**src/rtl/traffic_light_monitor.sv**
```systemverilog
// -----------------------------------------------------------------------------
// traffic_light_monitor
//
// Passive protocol checker for the intersection controller light outputs.
// The raw light buses are registered once, decoded into one of four legal
// phases, and checked for legal encoding, phase order and phase dwell time.
// Violations are reported as one-cycle pulses, a sticky flag and an optional
// saturating error counter.
//
// Optional feature macro: TLM_ERRCNT_EN
//   defined   -> err_count is a saturating ERRCNT_W-bit counter
//   undefined -> no counter, err_count is tied to zero
//
// Parameters:
//   GREEN_DURATION  required dwell of phases 0 and 2 (clk cycles)
//   YELLOW_DURATION required dwell of phases 1 and 3 (clk cycles)
//   CNT_W           dwell counter width, must hold max duration + 1
//   ERRCNT_W        error counter width
//
// Ports:
//   clk             clock
//   reset           asynchronous, active-high reset
//   highway_lights  001 green, 010 yellow, 100 red
//   country_lights  same encoding
//   phase           decoded phase: 0 HG/CR, 1 HY/CR, 2 HR/CG, 3 HR/CY
//   locked          monitor synchronised to a legal phase
//   err_illegal     pulse: sample is not one of the four legal pairs
//   err_sequence    pulse: legal phase change that was not phase+1
//   err_duration    pulse: phase too short (at exit) or too long
//   err_sticky      OR of all error pulses since reset
//   err_count       saturating count of cycles with any error pulse
//   cycle_done      pulse on an in-order phase 3 -> phase 0 change
// -----------------------------------------------------------------------------
module traffic_light_monitor #(
   parameter int GREEN_DURATION  = 8,
   parameter int YELLOW_DURATION = 3,
   parameter int CNT_W           = 5,
   parameter int ERRCNT_W        = 8
) (
   input  logic                clk,
   input  logic                reset,
   input  logic [2:0]          highway_lights,
   input  logic [2:0]          country_lights,
   output logic [1:0]          phase,
   output logic                locked,
   output logic                err_illegal,
   output logic                err_sequence,
   output logic                err_duration,
   output logic                err_sticky,
   output logic [ERRCNT_W-1:0] err_count,
   output logic                cycle_done
);

   typedef enum logic {
      ACQUIRE = 1'b0,
      TRACK   = 1'b1
   } state_t;

   localparam logic [CNT_W-1:0] GREEN_C  = CNT_W'(GREEN_DURATION);
   localparam logic [CNT_W-1:0] YELLOW_C = CNT_W'(YELLOW_DURATION);
   localparam logic [CNT_W-1:0] ONE_C    = CNT_W'(1);
   localparam logic [CNT_W-1:0] MAX_C    = '1;

   // Input stage; s_vld_q keeps the reset value of the sample registers
   // from being judged as an illegal encoding.
   logic [2:0] s_hw_q;
   logic [2:0] s_cr_q;
   logic       s_vld_q;

   always_ff @(posedge clk or posedge reset) begin
      if (reset) begin
         s_hw_q  <= 3'b000;
         s_cr_q  <= 3'b000;
         s_vld_q <= 1'b0;
      end else begin
         s_hw_q  <= highway_lights;
         s_cr_q  <= country_lights;
         s_vld_q <= 1'b1;
      end
   end

   state_t           state_q;
   logic [1:0]       phase_q;
   logic [CNT_W-1:0] dwell_q;
   logic             partial_q;
   logic             locked_q;
   logic             err_illegal_q;
   logic             err_sequence_q;
   logic             err_duration_q;
   logic             err_sticky_q;
   logic             cycle_done_q;

   logic             legal;
   logic [1:0]       dec_phase;
   logic [CNT_W-1:0] exp_dwell;
   logic [CNT_W-1:0] dwell_inc;
   logic             illegal_d;
   logic             sequence_d;
   logic             duration_d;
   logic             done_d;
   logic             any_err_d;

   always_comb begin
      legal     = 1'b1;
      dec_phase = 2'd0;
      case ({s_hw_q, s_cr_q})
         6'b001_100: dec_phase = 2'd0;
         6'b010_100: dec_phase = 2'd1;
         6'b100_001: dec_phase = 2'd2;
         6'b100_010: dec_phase = 2'd3;
         default:    legal     = 1'b0;
      endcase

      exp_dwell = phase_q[0] ? YELLOW_C : GREEN_C;
      dwell_inc = (dwell_q == MAX_C) ? dwell_q : dwell_q + ONE_C;

      illegal_d  = 1'b0;
      sequence_d = 1'b0;
      duration_d = 1'b0;
      done_d     = 1'b0;
      if (s_vld_q) begin
         if (!legal) begin
            illegal_d = 1'b1;
         end else if (state_q == TRACK) begin
            if (dec_phase == phase_q) begin
               // Overstay fires only on the step from expected to
               // expected+1, so it can be raised once per phase.
               duration_d = !partial_q && (dwell_q == exp_dwell);
            end else if (dec_phase == phase_q + 2'd1) begin
               // A flagged overstay implies dwell > expected, so the
               // understay test below can never double-report it.
               duration_d = !partial_q && (dwell_q < exp_dwell);
               done_d     = (phase_q == 2'd3);
            end else begin
               sequence_d = 1'b1;
            end
         end
      end
      any_err_d = illegal_d | sequence_d | duration_d;
   end

   always_ff @(posedge clk or posedge reset) begin
      if (reset) begin
         state_q        <= ACQUIRE;
         phase_q        <= 2'd0;
         dwell_q        <= '0;
         partial_q      <= 1'b1;
         locked_q       <= 1'b0;
         err_illegal_q  <= 1'b0;
         err_sequence_q <= 1'b0;
         err_duration_q <= 1'b0;
         err_sticky_q   <= 1'b0;
         cycle_done_q   <= 1'b0;
      end else begin
         err_illegal_q  <= illegal_d;
         err_sequence_q <= sequence_d;
         err_duration_q <= duration_d;
         cycle_done_q   <= done_d;
         err_sticky_q   <= err_sticky_q | any_err_d;
         if (s_vld_q) begin
            if (!legal) begin
               state_q   <= ACQUIRE;
               locked_q  <= 1'b0;
               partial_q <= 1'b1;
            end else begin
               case (state_q)
                  ACQUIRE: begin
                     // The phase we land in may already be under way,
                     // so its length cannot be judged.
                     state_q   <= TRACK;
                     locked_q  <= 1'b1;
                     phase_q   <= dec_phase;
                     dwell_q   <= ONE_C;
                     partial_q <= 1'b1;
                  end
                  TRACK: begin
                     if (dec_phase == phase_q) begin
                        dwell_q <= dwell_inc;
                     end else begin
                        phase_q   <= dec_phase;
                        dwell_q   <= ONE_C;
                        partial_q <= 1'b0;
                     end
                  end
                  default: state_q <= ACQUIRE;
               endcase
            end
         end
      end
   end

`ifdef TLM_ERRCNT_EN
   localparam logic [ERRCNT_W-1:0] ERR_ONE_C = ERRCNT_W'(1);
   logic [ERRCNT_W-1:0] err_cnt_q;

   always_ff @(posedge clk or posedge reset) begin
      if (reset) begin
         err_cnt_q <= '0;
      end else if (any_err_d && (err_cnt_q != '1)) begin
         err_cnt_q <= err_cnt_q + ERR_ONE_C;
      end
   end

   assign err_count = err_cnt_q;
`else
   assign err_count = '0;
`endif

   assign phase        = phase_q;
   assign locked       = locked_q;
   assign err_illegal  = err_illegal_q;
   assign err_sequence = err_sequence_q;
   assign err_duration = err_duration_q;
   assign err_sticky   = err_sticky_q;
   assign cycle_done   = cycle_done_q;

endmodule

```
**config.mk**
```make
export PLATFORM = sky130hd
export DESIGN_NAME = traffic_light_monitor
export DESIGN_NICKNAME = d
export VERILOG_FILES = /design/src/rtl/traffic_light_monitor.sv
export SDC_FILE = /design/constraint.sdc
export NUM_CORES = 1
export LEC_CHECK = 0
export ABC_AREA = 0
export CAP_MARGIN = 20
export CORE_ASPECT_RATIO = 1.2
export CORE_MARGIN = 8
export CORE_UTILIZATION = 46
export CTS_BUF_LIST = sky130_fd_sc_hd__clkbuf_8
export CTS_CLUSTER_DIAMETER = 60
export CTS_CLUSTER_SIZE = 14
export DETAILED_ROUTE_END_ITERATION = 16
export PLACE_DENSITY = 0.74
export SYNTH_ARGS = -nofsm -noshare
export SYNTH_HDL_FRONTEND = slang
export SYNTH_SLANG_ARGS = --single-unit
```
**constraint.sdc**
```tcl
create_clock -name clk -period 2.8 [get_ports clk]
set_clock_uncertainty 0.05 [all_clocks]
set_input_delay 0.42 -clock clk [delete_from_list [all_inputs] [get_ports clk]]
set_output_delay 0.42 -clock clk [all_outputs]
set_load 0.02 [all_outputs]
```
==> metrics.txt, run 1 <==
# TYPE chip_impl_metric gauge
chip_impl_metric{name="htree_num_levels",unit=""} 1
chip_impl_metric{name="critical_path_required_time",unit="ns"} 2.95
chip_impl_metric{name="clkLatencyLatePin",unit="ns"} 0.26
chip_impl_metric{name="vert_die_dim",unit="um"} 70.5
chip_impl_metric{name="postCtsSetupRepairBufs",unit=""} 0
chip_impl_metric{name="timing.fmax",unit="MHz"} 469
chip_impl_metric{name="placed_cells",unit=""} 150
chip_impl_metric{name="power_leakage",unit="nW"} 0.629
chip_impl_info{name="critPathTopFamily",value="simple AND/OR/NAND/NOR gates"} 1
chip_impl_info{name="post-synth-top-count-cell",value="sky130_fd_sc_hd__dfrtp_1"} 1
chip_impl_metric{name="postSynthRegisterBits",unit=""} 22
chip_impl_metric{name="grt_remaining_overflow",unit=""} 0
chip_impl_info{name="clock_tree.root_cell",value="sky130_fd_sc_hd__clkbuf_8"} 1
chip_impl_metric{name="crit_arrival",unit="ns"} 2.29
chip_impl_metric{name="peakVddDrop",unit="uV"} 367
chip_impl_metric{name="fp.dieArea",unit="um2"} 4330
chip_impl_info{name="critical_path.cell_chain",value="nor4b_2 -> nand2_1 -> o31a_1 -> nand2b_1 -> or4_1 -> nand3_1"} 1
chip_impl_metric{name="total_power",unit="mW"} 0.669
chip_impl_metric{name="mean_routed_wirelength_per_cell",unit="um"} 13.0
chip_impl_info{name="synth_commonest_cells",value="21 x sky130_fd_sc_hd__dfrtp_1, 10 x sky130_fd_sc_hd__inv_1, 8 x sky130_fd_sc_hd__buf_4"} 1
chip_impl_metric{name="clock-sinks",unit=""} 22
chip_impl_metric{name="vias_per_cell",unit=""} 5.09
chip_impl_metric{name="syn_area_per_cell",unit="um2"} 10.7
chip_impl_metric{name="post_synth_inst_count",unit=""} 106
chip_impl_metric{name="cts.repair.resized",unit=""} 0
chip_impl_metric{name="syn_area",unit="um2"} 1140
chip_impl_metric{name="finalCritPeriodShare",unit="%"} 76.2
chip_impl_metric{name="ys_seq_area_share",unit="%"} 48.5
chip_impl_metric{name="maxCapViolCount",unit=""} 0
chip_impl_metric{name="fillers",unit=""} 204
chip_impl_metric{name="timing.final.setup_violations",unit=""} 0
chip_impl_metric{name="insertedDiodeCount",unit=""} 0
chip_impl_metric{name="synth-edff-count",unit=""} 0
chip_impl_metric{name="dr_total_vias",unit=""} 784
chip_impl_metric{name="power.net_switching",unit="mW"} 0.182
chip_impl_metric{name="slew_headroom",unit="%"} 47.1
chip_impl_metric{name="yosys_warnings",unit=""} 0
chip_impl_metric{name="grt_start_max_net_pins",unit=""} 23
chip_impl_info{name="critical_path.startpoint_type",value="flip-flop"} 1
chip_impl_metric{name="post-place-ws",unit="ns"} 0.705
chip_impl_metric{name="comb_power_share",unit="%"} 15.8
chip_impl_metric{name="layout_min_cycle_time",unit="ns"} 2.13
chip_impl_metric{name="finish.cell_count_without_fillers",unit=""} 154
chip_impl_info{name="critPathSlowestCell",value="sky130_fd_sc_hd__or4_1"} 1
chip_impl_metric{name="area_growth_syn_to_layout",unit="%"} 16.6
chip_impl_metric{name="clk_pin_slew",unit="ns"} 0.09
chip_impl_metric{name="hold_viol",unit=""} 0
chip_impl_metric{name="cts_made_buffers",unit=""} 3
chip_impl_metric{name="internal",unit="mW"} 0.487
chip_impl_info{name="setup.worst_path.end_class",value="flip-flop"} 1
chip_impl_metric{name="timing.final.max_slew_violations",unit=""} 0
chip_impl_metric{name="final.setup.tns",unit="ns"} 0
chip_impl_metric{name="ant_nets",unit=""} 0
chip_impl_metric{name="cts_hold_buf",unit=""} 0
chip_impl_metric{name="critical_path_buf_inv_count",unit=""} 0
chip_impl_metric{name="post_route_cells_drive_above_1_share",unit="%"} 7.32
chip_impl_metric{name="dpl.hpwl",unit="um"} 1560
chip_impl_metric{name="share_of_synthesized_flip_flops_with_an_asynchronous_set_or_reset",unit="%"} 100
chip_impl_metric{name="route.final.wire_length",unit="um"} 2000
chip_impl_metric{name="globalplace.congestion",unit=""} 0.762
chip_impl_metric{name="setup_ws",unit="ns"} 0.667
chip_impl_metric{name="seq_power_share",unit="%"} 54.8
chip_impl_metric{name="drt_iter0_drc",unit=""} 12
chip_impl_info{name="critPathKind",value="flip-flop to flip-flop"} 1
chip_impl_metric{name="power_switching_share",unit="%"} 27.2
chip_impl_info{name="result_of_the_run",value="completed"} 1
chip_impl_metric{name="design.portCount",unit=""} 24
chip_impl_metric{name="drt_pre_antenna_iters",unit=""} 4
chip_impl_metric{name="clockBufferDepth",unit=""} 2
chip_impl_info{name="cts_tree",value="built"} 1
chip_impl_metric{name="core",unit="um2"} 2330
chip_impl_metric{name="yosys.cell_types.count",unit=""} 37
chip_impl_info{name="post_synth_main_area_contributors",value="sky130_fd_sc_hd__dfrtp_1 46%, sky130_fd_sc_hd__ha_1 6.6%, sky130_fd_sc_hd__buf_4 5.3%"} 1
chip_impl_metric{name="initial_antenna_violation_count",unit=""} 0
chip_impl_metric{name="grt_first_pass_wirelength",unit="um"} 3510
chip_impl_info{name="postSynth.topFlopCell",value="sky130_fd_sc_hd__dfrtp_1"} 1
chip_impl_metric{name="worst_hold_slack",unit="ns"} 0.434
chip_impl_info{name="post_synthesis_cell_type_with_the_largest_combined_area",value="sky130_fd_sc_hd__dfrtp_1"} 1
chip_impl_metric{name="grt_pass1_vias",unit=""} 841
chip_impl_metric{name="worst_pin_slew",unit="ns"} 0.793
chip_impl_metric{name="yosysTopAreaCellShare",unit="%"} 46.2
chip_impl_metric{name="remaining_drc_errors",unit=""} 0
chip_impl_metric{name="row_cnt",unit=""} 19
chip_impl_metric{name="worst-path-max-fanout",unit=""} 10
chip_impl_metric{name="pwr_density_cell",unit="nW/um2"} 505
chip_impl_info{name="worst_hold_path_type",value="flip-flop to flip-flop"} 1
chip_impl_info{name="setup_repair_after_global_routing_missed_its_margin",value="no"} 1
chip_impl_metric{name="num-nets-final",unit=""} 138
chip_impl_metric{name="gr-usage-all-layers",unit="%"} 10.3
chip_impl_metric{name="initial_core_util",unit="%"} 48.8
chip_impl_metric{name="die_w",unit="um"} 61.4
chip_impl_metric{name="cp_slowest_stage_delay",unit="ns"} 0.55
chip_impl_metric{name="clock_power_share",unit="%"} 29.3
chip_impl_metric{name="place.port_buffers",unit=""} 15
## sequential cells by signal, summed over array words and instances, names as in the netlist
register      flops
phase             2
s_vld_q           1
partial_q         1
cycle_done        1
err_sticky        1
s_hw_q            3
state_q           1
locked            1
dwell_q           5
s_cr_q            3
err_illegal       1
err_sequence      1
err_duration      1
## through the flow
stage,area (um2),utilization [%]
after floorplan,1160,-
after global placement,1280,55.0
after detailed placement,1280,55.0
after CTS,1330,56.9
after global routing,1330,56.9
final,1330,56.9
## worst paths after layout
check	from	to	slack [ns]	depth (start not counted)
setup reg to reg	s_cr_q[2]	dwell_q[2]	0.67	6
hold reg to reg	partial_q	partial_q	0.43	2
setup / recovery	s_cr_q[2]	dwell_q[2]	0.67	6
hold / removal	partial_q	partial_q	0.43	2
min in group asynchronous	reset	s_cr_q[0]	0.56	2
max in group asynchronous	reset	cycle_done	1.63	2
## cell type report
class / instances / area [um2] / area share, %
Clock inverter: 1 / 3.75 / 0.283
Multi-Input combinational cell: 72 / 503 / 37.9
Clock buffer: 3 / 41.3 / 3.11
Tap cell: 31 / 38.8 / 2.92
Sequential cell: 22 / 552 / 41.6
Timing Repair Buffer: 15 / 150 / 11.3
Inverter: 10 / 37.5 / 2.83
## tightest hold or removal path, stage by stage (launching register included)
cell                      delay [ns]
sky130_fd_sc_hd__dfstp_2        0.37
sky130_fd_sc_hd__inv_1          0.04
sky130_fd_sc_hd__o21ai_0        0.07
## logic make-up after synthesis
family / after synthesis / synth area share [%]
AOI/OAI and AO/OA: 16 / 9.46
and+or+nand+nor: 33 / 18.2
muxes: 2 / 1.76
xor gates and xnor gates: 6 / 5.28
other: 2 / 0.660
adders and majority gates: 6 / 6.60
DFF: 22 / 48.5
buffers and inverters: 19 / 9.57
## metal layers
metal,part of all wire (%),GRT usage (%),up-vias
met1,42,12.0,382
met4,0.80,3.55,0
met5,0,0,-
met2,53,17.6,17
li1,-,-,383
met3,4.0,2.20,2
## power by group through the flow
stage	Combinational [mW]	Sequential (mW)	Clock (mW)
after CTS	0.108	0.367	0.199
after detailed placement	0.107	0.373	0
final	0.106	0.367	0.196
after global routing	0.121	0.372	0.211
after global placement	0.104	0.372	0
after floorplan	0.0800	0.371	0
## layout by cell type, fill, tap and decap left out, drive strengths merged, types with 3 or more instances in the layout
cell and n:
inv 11, clkbuf 3, dfrtp 21, nor2 6
xnor2 3, xor2 3, conb 9, nand2 5
nand3 4, nand2b 3, clkdlybuf4s50 15, ha 6
o21ai 7
Power figures use the tool's default switching activity.
==> inputs of run 2 (changes only) <==
==> constraint.sdc (replaced) <==
create_clock -name clk -period 2 [get_ports clk]
set_clock_uncertainty 0.05 [all_clocks]
set_input_delay 0.3 -clock clk [delete_from_list [all_inputs] [get_ports clk]]
set_output_delay 0.3 -clock clk [all_outputs]
set_load 0.02 [all_outputs]
==> run 2 against run 1 <==
Against the previous run:
- design area increased by 17%
- maximum frequency increased by 9.1%
- non-clock buffer count increased by 10
- sequential share of layout area decreased by 5.7 points
- via count increased by 8.3%
- core utilization increased by 9.6 points
- worst hold slack got worse by 0.12 ns
- combinational power increased by 77%
- total power increased by 54%
- critical path depth unchanged
- clock power increased by 61%
- critical path type unchanged
- largest power group unchanged
- highest routed layer unchanged
==> metrics.txt, run 2 (synthesis results as in run 1) <==
# TYPE chip_impl_metric gauge
chip_impl_info{name="result_of_the_run",value="completed"} 1
chip_impl_metric{name="timing.final.max_slew_violations",unit=""} 0
chip_impl_metric{name="internal",unit="mW"} 0.748
chip_impl_metric{name="ant_nets",unit=""} 0
chip_impl_metric{name="cts_hold_buf",unit=""} 0
chip_impl_metric{name="num-nets-final",unit=""} 148
chip_impl_metric{name="peakVddDrop",unit="uV"} 703
chip_impl_metric{name="crit_arrival",unit="ns"} 2.10
chip_impl_metric{name="initial_antenna_violation_count",unit=""} 0
chip_impl_metric{name="vias_per_cell",unit=""} 5.18
chip_impl_info{name="worst_r2r_startpoint",value="s_cr_q[2]"} 1
chip_impl_metric{name="gr-usage-all-layers",unit="%"} 11.5
chip_impl_metric{name="die_w",unit="um"} 61.4
chip_impl_info{name="critical_path.cell_chain",value="and4bb_1 -> o21ai_4 -> xnor2_4 -> nand3_2 -> or4_1 -> o21ai_1"} 1
chip_impl_metric{name="htree_num_levels",unit=""} 1
chip_impl_metric{name="placed_cells",unit=""} 155
chip_impl_info{name="critical_path.startpoint_type",value="flip-flop"} 1
chip_impl_metric{name="post_route_cells_drive_above_1_share",unit="%"} 28.6
chip_impl_metric{name="layout_min_cycle_time",unit="ns"} 1.95
chip_impl_metric{name="dr_total_vias",unit=""} 849
chip_impl_metric{name="power_switching_share",unit="%"} 27.5
chip_impl_metric{name="timing.fmax",unit="MHz"} 512
chip_impl_metric{name="finish.cell_count_without_fillers",unit=""} 164
chip_impl_metric{name="comb_power_share",unit="%"} 18.3
chip_impl_metric{name="remaining_drc_errors",unit=""} 0
chip_impl_metric{name="critical_path_cell_count",unit=""} 6
chip_impl_metric{name="mean_routed_wirelength_per_cell",unit="um"} 15.2
chip_impl_metric{name="row_cnt",unit=""} 19
chip_impl_metric{name="pwr_density_cell",unit="nW/um2"} 666
chip_impl_metric{name="critical_path_buf_inv_count",unit=""} 0
chip_impl_metric{name="place.port_buffers",unit=""} 15
chip_impl_info{name="critPathKind",value="flip-flop to flip-flop"} 1
chip_impl_metric{name="clockBufferDepth",unit=""} 2
chip_impl_metric{name="largest_register_ff_count",unit=""} 5
chip_impl_metric{name="power_leakage",unit="nW"} 0.689
chip_impl_info{name="critPathTopFamily",value="simple AND/OR/NAND/NOR gates"} 1
chip_impl_metric{name="fillers",unit=""} 204
chip_impl_metric{name="clkLatencyLatePin",unit="ns"} 0.26
chip_impl_metric{name="setup_ws",unit="ns"} 0.0458
chip_impl_metric{name="clk_pin_slew",unit="ns"} 0.07
chip_impl_info{name="worst_hold_path_type",value="input pin to async pin"} 1
chip_impl_metric{name="cts_made_buffers",unit=""} 3
chip_impl_info{name="clock_tree.root_cell",value="sky130_fd_sc_hd__clkbuf_8"} 1
chip_impl_metric{name="clock_power_share",unit="%"} 30.5
chip_impl_metric{name="seq_power_share",unit="%"} 51.2
chip_impl_metric{name="grt_remaining_overflow",unit=""} 0
chip_impl_metric{name="maxCapViolCount",unit=""} 0
chip_impl_metric{name="cp_slowest_stage_delay",unit="ns"} 0.47
chip_impl_metric{name="vert_die_dim",unit="um"} 70.5
chip_impl_metric{name="initial_core_util",unit="%"} 48.8
chip_impl_metric{name="post-place-ws",unit="ns"} -0.0143
chip_impl_metric{name="fp.dieArea",unit="um2"} 4330
chip_impl_metric{name="area_growth_syn_to_layout",unit="%"} 36.2
chip_impl_metric{name="route.final.wire_length",unit="um"} 2490
chip_impl_info{name="top_regs",value="dwell_q: 5 flops, s_cr_q: 3 flops, s_hw_q: 3 flops"} 1
chip_impl_metric{name="hold_viol",unit=""} 0
chip_impl_metric{name="critical_path_required_time",unit="ns"} 2.14
chip_impl_metric{name="worst-r2r-cell-count",unit=""} 6
chip_impl_metric{name="insertedDiodeCount",unit=""} 0
chip_impl_info{name="timing.critical_path.from",value="s_cr_q[2]"} 1
chip_impl_info{name="cts_tree",value="built"} 1
chip_impl_metric{name="grt_pass1_vias",unit=""} 898
chip_impl_info{name="setup_repair_after_global_routing_missed_its_margin",value="yes"} 1
chip_impl_metric{name="design.portCount",unit=""} 24
chip_impl_metric{name="timing.final.setup_violations",unit=""} 0
chip_impl_metric{name="clock-sinks",unit=""} 22
chip_impl_metric{name="power.net_switching",unit="mW"} 0.283
chip_impl_metric{name="dpl.hpwl",unit="um"} 1730
chip_impl_info{name="largest_register",value="dwell_q"} 1
chip_impl_info{name="critPathSlowestCell",value="sky130_fd_sc_hd__or4_1"} 1
chip_impl_metric{name="grt_first_pass_wirelength",unit="um"} 3720
chip_impl_metric{name="core",unit="um2"} 2330
chip_impl_info{name="most_common_cell_after_layout_fill_and_taps_aside",value="sky130_fd_sc_hd__dfrtp_1"} 1
chip_impl_info{name="layout_common_cells",value="17 x sky130_fd_sc_hd__dfrtp_1, 15 x sky130_fd_sc_hd__clkdlybuf4s50_1, 10 x sky130_fd_sc_hd__buf_4"} 1
chip_impl_metric{name="globalplace.congestion",unit=""} 0.895
chip_impl_metric{name="grt_start_max_net_pins",unit=""} 23
chip_impl_metric{name="drt_iter0_drc",unit=""} 16
chip_impl_metric{name="drt_pre_antenna_iters",unit=""} 4
chip_impl_metric{name="finalCritPeriodShare",unit="%"} 97.7
chip_impl_metric{name="worst-path-max-fanout",unit=""} 6
chip_impl_info{name="setup.worst_path.end_class",value="flip-flop"} 1
## run 2: changes by cell type in the layout (fill, tap and decap cells not counted), moves of 3 or more
cell / change
sky130_fd_sc_hd__dfrtp_2: +4
sky130_fd_sc_hd__dfrtp_1: -4
sky130_fd_sc_hd__ha_4: +3
sky130_fd_sc_hd__buf_4: +10
sky130_fd_sc_hd__ha_1: -4
## run 2: worst reg2reg max path: stages, from the launching register on
cell and delay, ns:
sky130_fd_sc_hd__dfrtp_1 0.44, sky130_fd_sc_hd__and4bb_1 0.36, sky130_fd_sc_hd__o21ai_4 0.09, sky130_fd_sc_hd__xnor2_4 0.27, sky130_fd_sc_hd__nand3_2 0.12, sky130_fd_sc_hd__or4_1 0.47
sky130_fd_sc_hd__o21ai_1 0.08
## run 2: layout make-up
class	count	area, um2	share of cell area, %
Clock buffer	4	55.1	3.55
Inverter	10	40.0	2.58
Multi-Input combinational cell	72	633	40.9
Sequential cell	22	557	35.9
Tap cell	31	38.8	2.50
Timing Repair Buffer	25	225	14.5
## run 2: power groups by stage
stage               clock network (mW)  registers (mW)  logic (mW)
global placement                     0           0.522       0.149
detailed placement                   0           0.524       0.155
floorplan                            0           0.520       0.112
global route                     0.336           0.536       0.207
CTS                              0.323           0.515       0.157
finish                           0.315           0.529       0.188
## run 2: worst paths after layout
path,endpoint,slack [ns]
max in group asynchronous,partial_q,1.31
max reg2reg,dwell_q[3],0.05
min reg2reg,err_sticky,0.46
min,state_q,0.31
min in group clk,s_hw_q[1],0.42
max,dwell_q[3],0.05
## run 2: routing by layer
metal,wire length (um),vias up,track usage (%)
li1,-,402,-
met1,927,421,10.7
met2,1370,20,19.7
met3,103,6,2.38
met4,93,0,10.4
met5,0,-,0
## run 2: per-stage QoR
stage	power, mW	instance area (um2)	utilization [%]	hold WS [ns]	TNS (ns)
finish	1.03	1550	66.5	0.311	0
global placement	0.670	1320	56.7	0.427	-0.00335
detailed placement	0.679	1320	56.7	0.429	-0.0143
global route	1.08	1550	66.5	0.374	-0.0400
floorplan	0.632	1160	-	0.238	0
CTS	0.995	1380	59.3	0.318	0
## run 2: timing repair
item,4_1_cts,5_1_grt
resized for setup,1,23
setup buffers,1,4
endpoints found under the setup margin,3,7
hold endpoints to repair,0,0
pin swaps,1,14
==> inputs of run 3 (changes only) <==
--- a/config.mk
+++ b/config.mk
@@ -7,14 +7,16 @@
 export LEC_CHECK = 0
 export ABC_AREA = 0
 export CAP_MARGIN = 20
+export CELL_PAD_IN_SITES_DETAIL_PLACEMENT = 1
+export CELL_PAD_IN_SITES_GLOBAL_PLACEMENT = 2
 export CORE_ASPECT_RATIO = 1.2
-export CORE_MARGIN = 8
-export CORE_UTILIZATION = 46
+export CORE_UTILIZATION = 33
 export CTS_BUF_LIST = sky130_fd_sc_hd__clkbuf_8
 export CTS_CLUSTER_DIAMETER = 60
 export CTS_CLUSTER_SIZE = 14
 export DETAILED_ROUTE_END_ITERATION = 16
-export PLACE_DENSITY = 0.74
+export HOLD_SLACK_MARGIN = 0.03
+export PLACE_DENSITY = 0.82
 export SYNTH_ARGS = -nofsm -noshare
 export SYNTH_HDL_FRONTEND = slang
 export SYNTH_SLANG_ARGS = --single-unit
==> run 3 against run 2 <==
Against the previous run:
- flip-flop and latch count stayed put
- clock power rose by 31%
- register-to-register slack got worse by 0.02 ns
- core utilization decreased by 18 points
- maximum frequency shrank 1.0%
- clock-buffer cell count down 1
- worst hold slack worse by 0.063 ns
- first-iteration DRC count is 38% higher
- critical path depth is the same
- critical path type unchanged
- largest power group unchanged
==> metrics.txt, run 3 (synthesis results as in run 1) <==
# TYPE chip_impl_metric gauge
chip_impl_info{name="result_of_the_run",value="completed"} 1
chip_impl_metric{name="r2r_slack",unit="ns"} 0.03
chip_impl_metric{name="initial_antenna_violation_count",unit=""} 0
chip_impl_metric{name="grt_start_max_net_pins",unit=""} 14
chip_impl_metric{name="fillers",unit=""} 347
chip_impl_info{name="layout_common_cells",value="19 x sky130_fd_sc_hd__dfrtp_1, 15 x sky130_fd_sc_hd__clkdlybuf4s50_1, 13 x sky130_fd_sc_hd__buf_4"} 1
chip_impl_metric{name="sequential_cell_area",unit="um2"} 554
chip_impl_metric{name="remaining_drc_errors",unit=""} 0
chip_impl_metric{name="power_leakage",unit="nW"} 0.741
chip_impl_metric{name="dr_total_vias",unit=""} 855
chip_impl_info{name="critical_path.startpoint_type",value="flip-flop"} 1
chip_impl_metric{name="num-nets-final",unit=""} 151
chip_impl_info{name="clock_tree.root_cell",value="sky130_fd_sc_hd__clkbuf_8"} 1
chip_impl_metric{name="drt_iter0_drc",unit=""} 22
chip_impl_metric{name="post_route_cells_drive_above_1_share",unit="%"} 27.2
chip_impl_metric{name="initial_core_util",unit="%"} 34.4
chip_impl_metric{name="timing.final.max_slew_violations",unit=""} 0
chip_impl_metric{name="timing.final.setup_violations",unit=""} 0
chip_impl_metric{name="peakVddDrop",unit="uV"} 446
chip_impl_metric{name="ant_nets",unit=""} 0
chip_impl_metric{name="core",unit="um2"} 3310
chip_impl_metric{name="die_w",unit="um"} 55.6
chip_impl_metric{name="clock-sinks",unit=""} 22
chip_impl_metric{name="globalplace.congestion",unit=""} 0.784
chip_impl_metric{name="vert_die_dim",unit="um"} 66.3
chip_impl_metric{name="layout_min_cycle_time",unit="ns"} 1.97
chip_impl_metric{name="cts_hold_buf",unit=""} 0
chip_impl_info{name="largest_register",value="dwell_q"} 1
chip_impl_info{name="setup.worst_path.end_class",value="flip-flop"} 1
chip_impl_info{name="reg2reg_to",value="err_sticky"} 1
chip_impl_metric{name="clockBufferDepth",unit=""} 2
chip_impl_metric{name="dpl.hpwl",unit="um"} 1870
chip_impl_metric{name="maxCapViolCount",unit=""} 0
chip_impl_info{name="worst_hold_path_type",value="input pin to async pin"} 1
chip_impl_metric{name="worst-r2r-cell-count",unit=""} 6
chip_impl_info{name="critPathKind",value="flip-flop to flip-flop"} 1
chip_impl_metric{name="htree_num_levels",unit=""} 1
chip_impl_metric{name="grt_pass1_vias",unit=""} 927
chip_impl_metric{name="grt_first_pass_wirelength",unit="um"} 4190
chip_impl_metric{name="area_growth_syn_to_layout",unit="%"} 39.7
chip_impl_metric{name="design.portCount",unit=""} 24
chip_impl_metric{name="finalCritPeriodShare",unit="%"} 98.7
chip_impl_metric{name="route.final.wire_length",unit="um"} 2550
chip_impl_info{name="worst_r2r_startpoint",value="s_cr_q[2]"} 1
chip_impl_metric{name="pwr_density_cell",unit="nW/um2"} 717
chip_impl_info{name="most_common_cell_after_layout_fill_and_taps_aside",value="sky130_fd_sc_hd__dfrtp_1"} 1
chip_impl_metric{name="total_power",unit="mW"} 1.14
chip_impl_metric{name="multi_input_area",unit="um2"} 632
chip_impl_metric{name="insertedDiodeCount",unit=""} 0
chip_impl_metric{name="final.setup.tns",unit="ns"} 0
chip_impl_metric{name="row_cnt",unit=""} 23
chip_impl_metric{name="vias_per_cell",unit=""} 4.94
chip_impl_metric{name="grt_remaining_overflow",unit=""} 0
chip_impl_metric{name="crit_arrival",unit="ns"} 2.11
chip_impl_metric{name="worst-path-max-fanout",unit=""} 7
chip_impl_info{name="setup_repair_after_global_routing_missed_its_margin",value="yes"} 1
chip_impl_metric{name="mean_routed_wirelength_per_cell",unit="um"} 14.7
chip_impl_metric{name="drt_pre_antenna_iters",unit=""} 4
chip_impl_metric{name="cts_made_buffers",unit=""} 3
chip_impl_metric{name="clkLatencyLatePin",unit="ns"} 0.26
chip_impl_metric{name="fp.dieArea",unit="um2"} 3690
chip_impl_info{name="top_regs",value="dwell_q: 5 flops, s_cr_q: 3 flops, s_hw_q: 3 flops"} 1
chip_impl_info{name="cts_tree",value="built"} 1
chip_impl_metric{name="gr-usage-all-layers",unit="%"} 15.0
chip_impl_metric{name="clk_pin_slew",unit="ns"} 0.08
chip_impl_metric{name="post-route-util",unit="%"} 48.0
chip_impl_metric{name="hold_viol",unit=""} 0
chip_impl_metric{name="timing.fmax",unit="MHz"} 506
chip_impl_metric{name="largest_register_ff_count",unit=""} 5
chip_impl_metric{name="place.port_buffers",unit=""} 15
chip_impl_metric{name="critical_path_required_time",unit="ns"} 2.13
run 3: final cells by class:
| type | instances | area share, % |
|---|---|---|
| clock buffers | 3 | 2.60 |
| clock inverters | 1 | 1.89 |
| inverters | 10 | 2.36 |
| multi-input cells | 72 | 39.8 |
| flip-flops and latches | 22 | 34.9 |
| well taps | 37 | 2.91 |
| repair buffers | 28 | 15.6 |
run 3: power breakdown:
part	switching, mW	internal [mW]	total, mW	leakage (nW)
clock	0.147	0.267	0.414	0.0357
sequential	0.0478	0.478	0.526	0.267
combinational	0.101	0.0981	0.199	0.438
run 3: timing repair:
action | in CTS | in global routing
buffers inserted | 5 | 4
setup endpoints to repair | 6 | 6
resized for setup | 5 | 16
endpoints found under the hold margin | 0 | 0
pin swaps | 4 | 10
run 3: worst max-delay path by stage:
stage / from / depth (start not counted) / endpoint / slack, ns
CTS: s_cr_q[1] / 6 / dwell_q[3] / -0.003
global placement: s_cr_q[2] / 6 / dwell_q[3] / 0.02
finish: s_cr_q[2] / 6 / err_sticky / 0.03
detailed placement: s_cr_q[2] / 6 / dwell_q[3] / -0.06
global route: s_cr_q[2] / 6 / dwell_q[2] / -0.07
floorplan: phase[0] / 8 / err_sticky / 0.08
run 3: metrics by stage:
step | area [um2] | std cells | worst slack, ns | hold slack, ns
6_report | 1590 | 173 | 0.0253 | 0.247
5_1_grt | 1590 | 173 | -0.0652 | 0.283
4_1_cts | 1450 | 169 | -0.00344 | 0.264
3_5_place_dp | 1320 | 160 | -0.0600 | 0.442
3_3_place_gp | 1320 | 160 | 0.0249 | 0.426
2_1_floorplan | 1160 | 113 | 0.0753 | 0.238
run 3: per-layer routing:
layer / track usage, % / routed length [um] / up-vias
met2: 30.4 / 1450 / 13
met3: 2.54 / 51 / 2
met4: 5.63 / 20 / 0
met1: 15.1 / 1020 / 429
li1: - / - / 411
met5: 0 / 0 / -
run 3: worst max-delay path: stages, from the launching register on:
cell                        delay, ns
sky130_fd_sc_hd__dfrtp_1         0.43
sky130_fd_sc_hd__and4bb_1        0.34
sky130_fd_sc_hd__o21ai_4         0.10
sky130_fd_sc_hd__xnor2_4         0.17
sky130_fd_sc_hd__or3_1           0.40
sky130_fd_sc_hd__a211o_1         0.33
sky130_fd_sc_hd__o2111ai_2       0.07
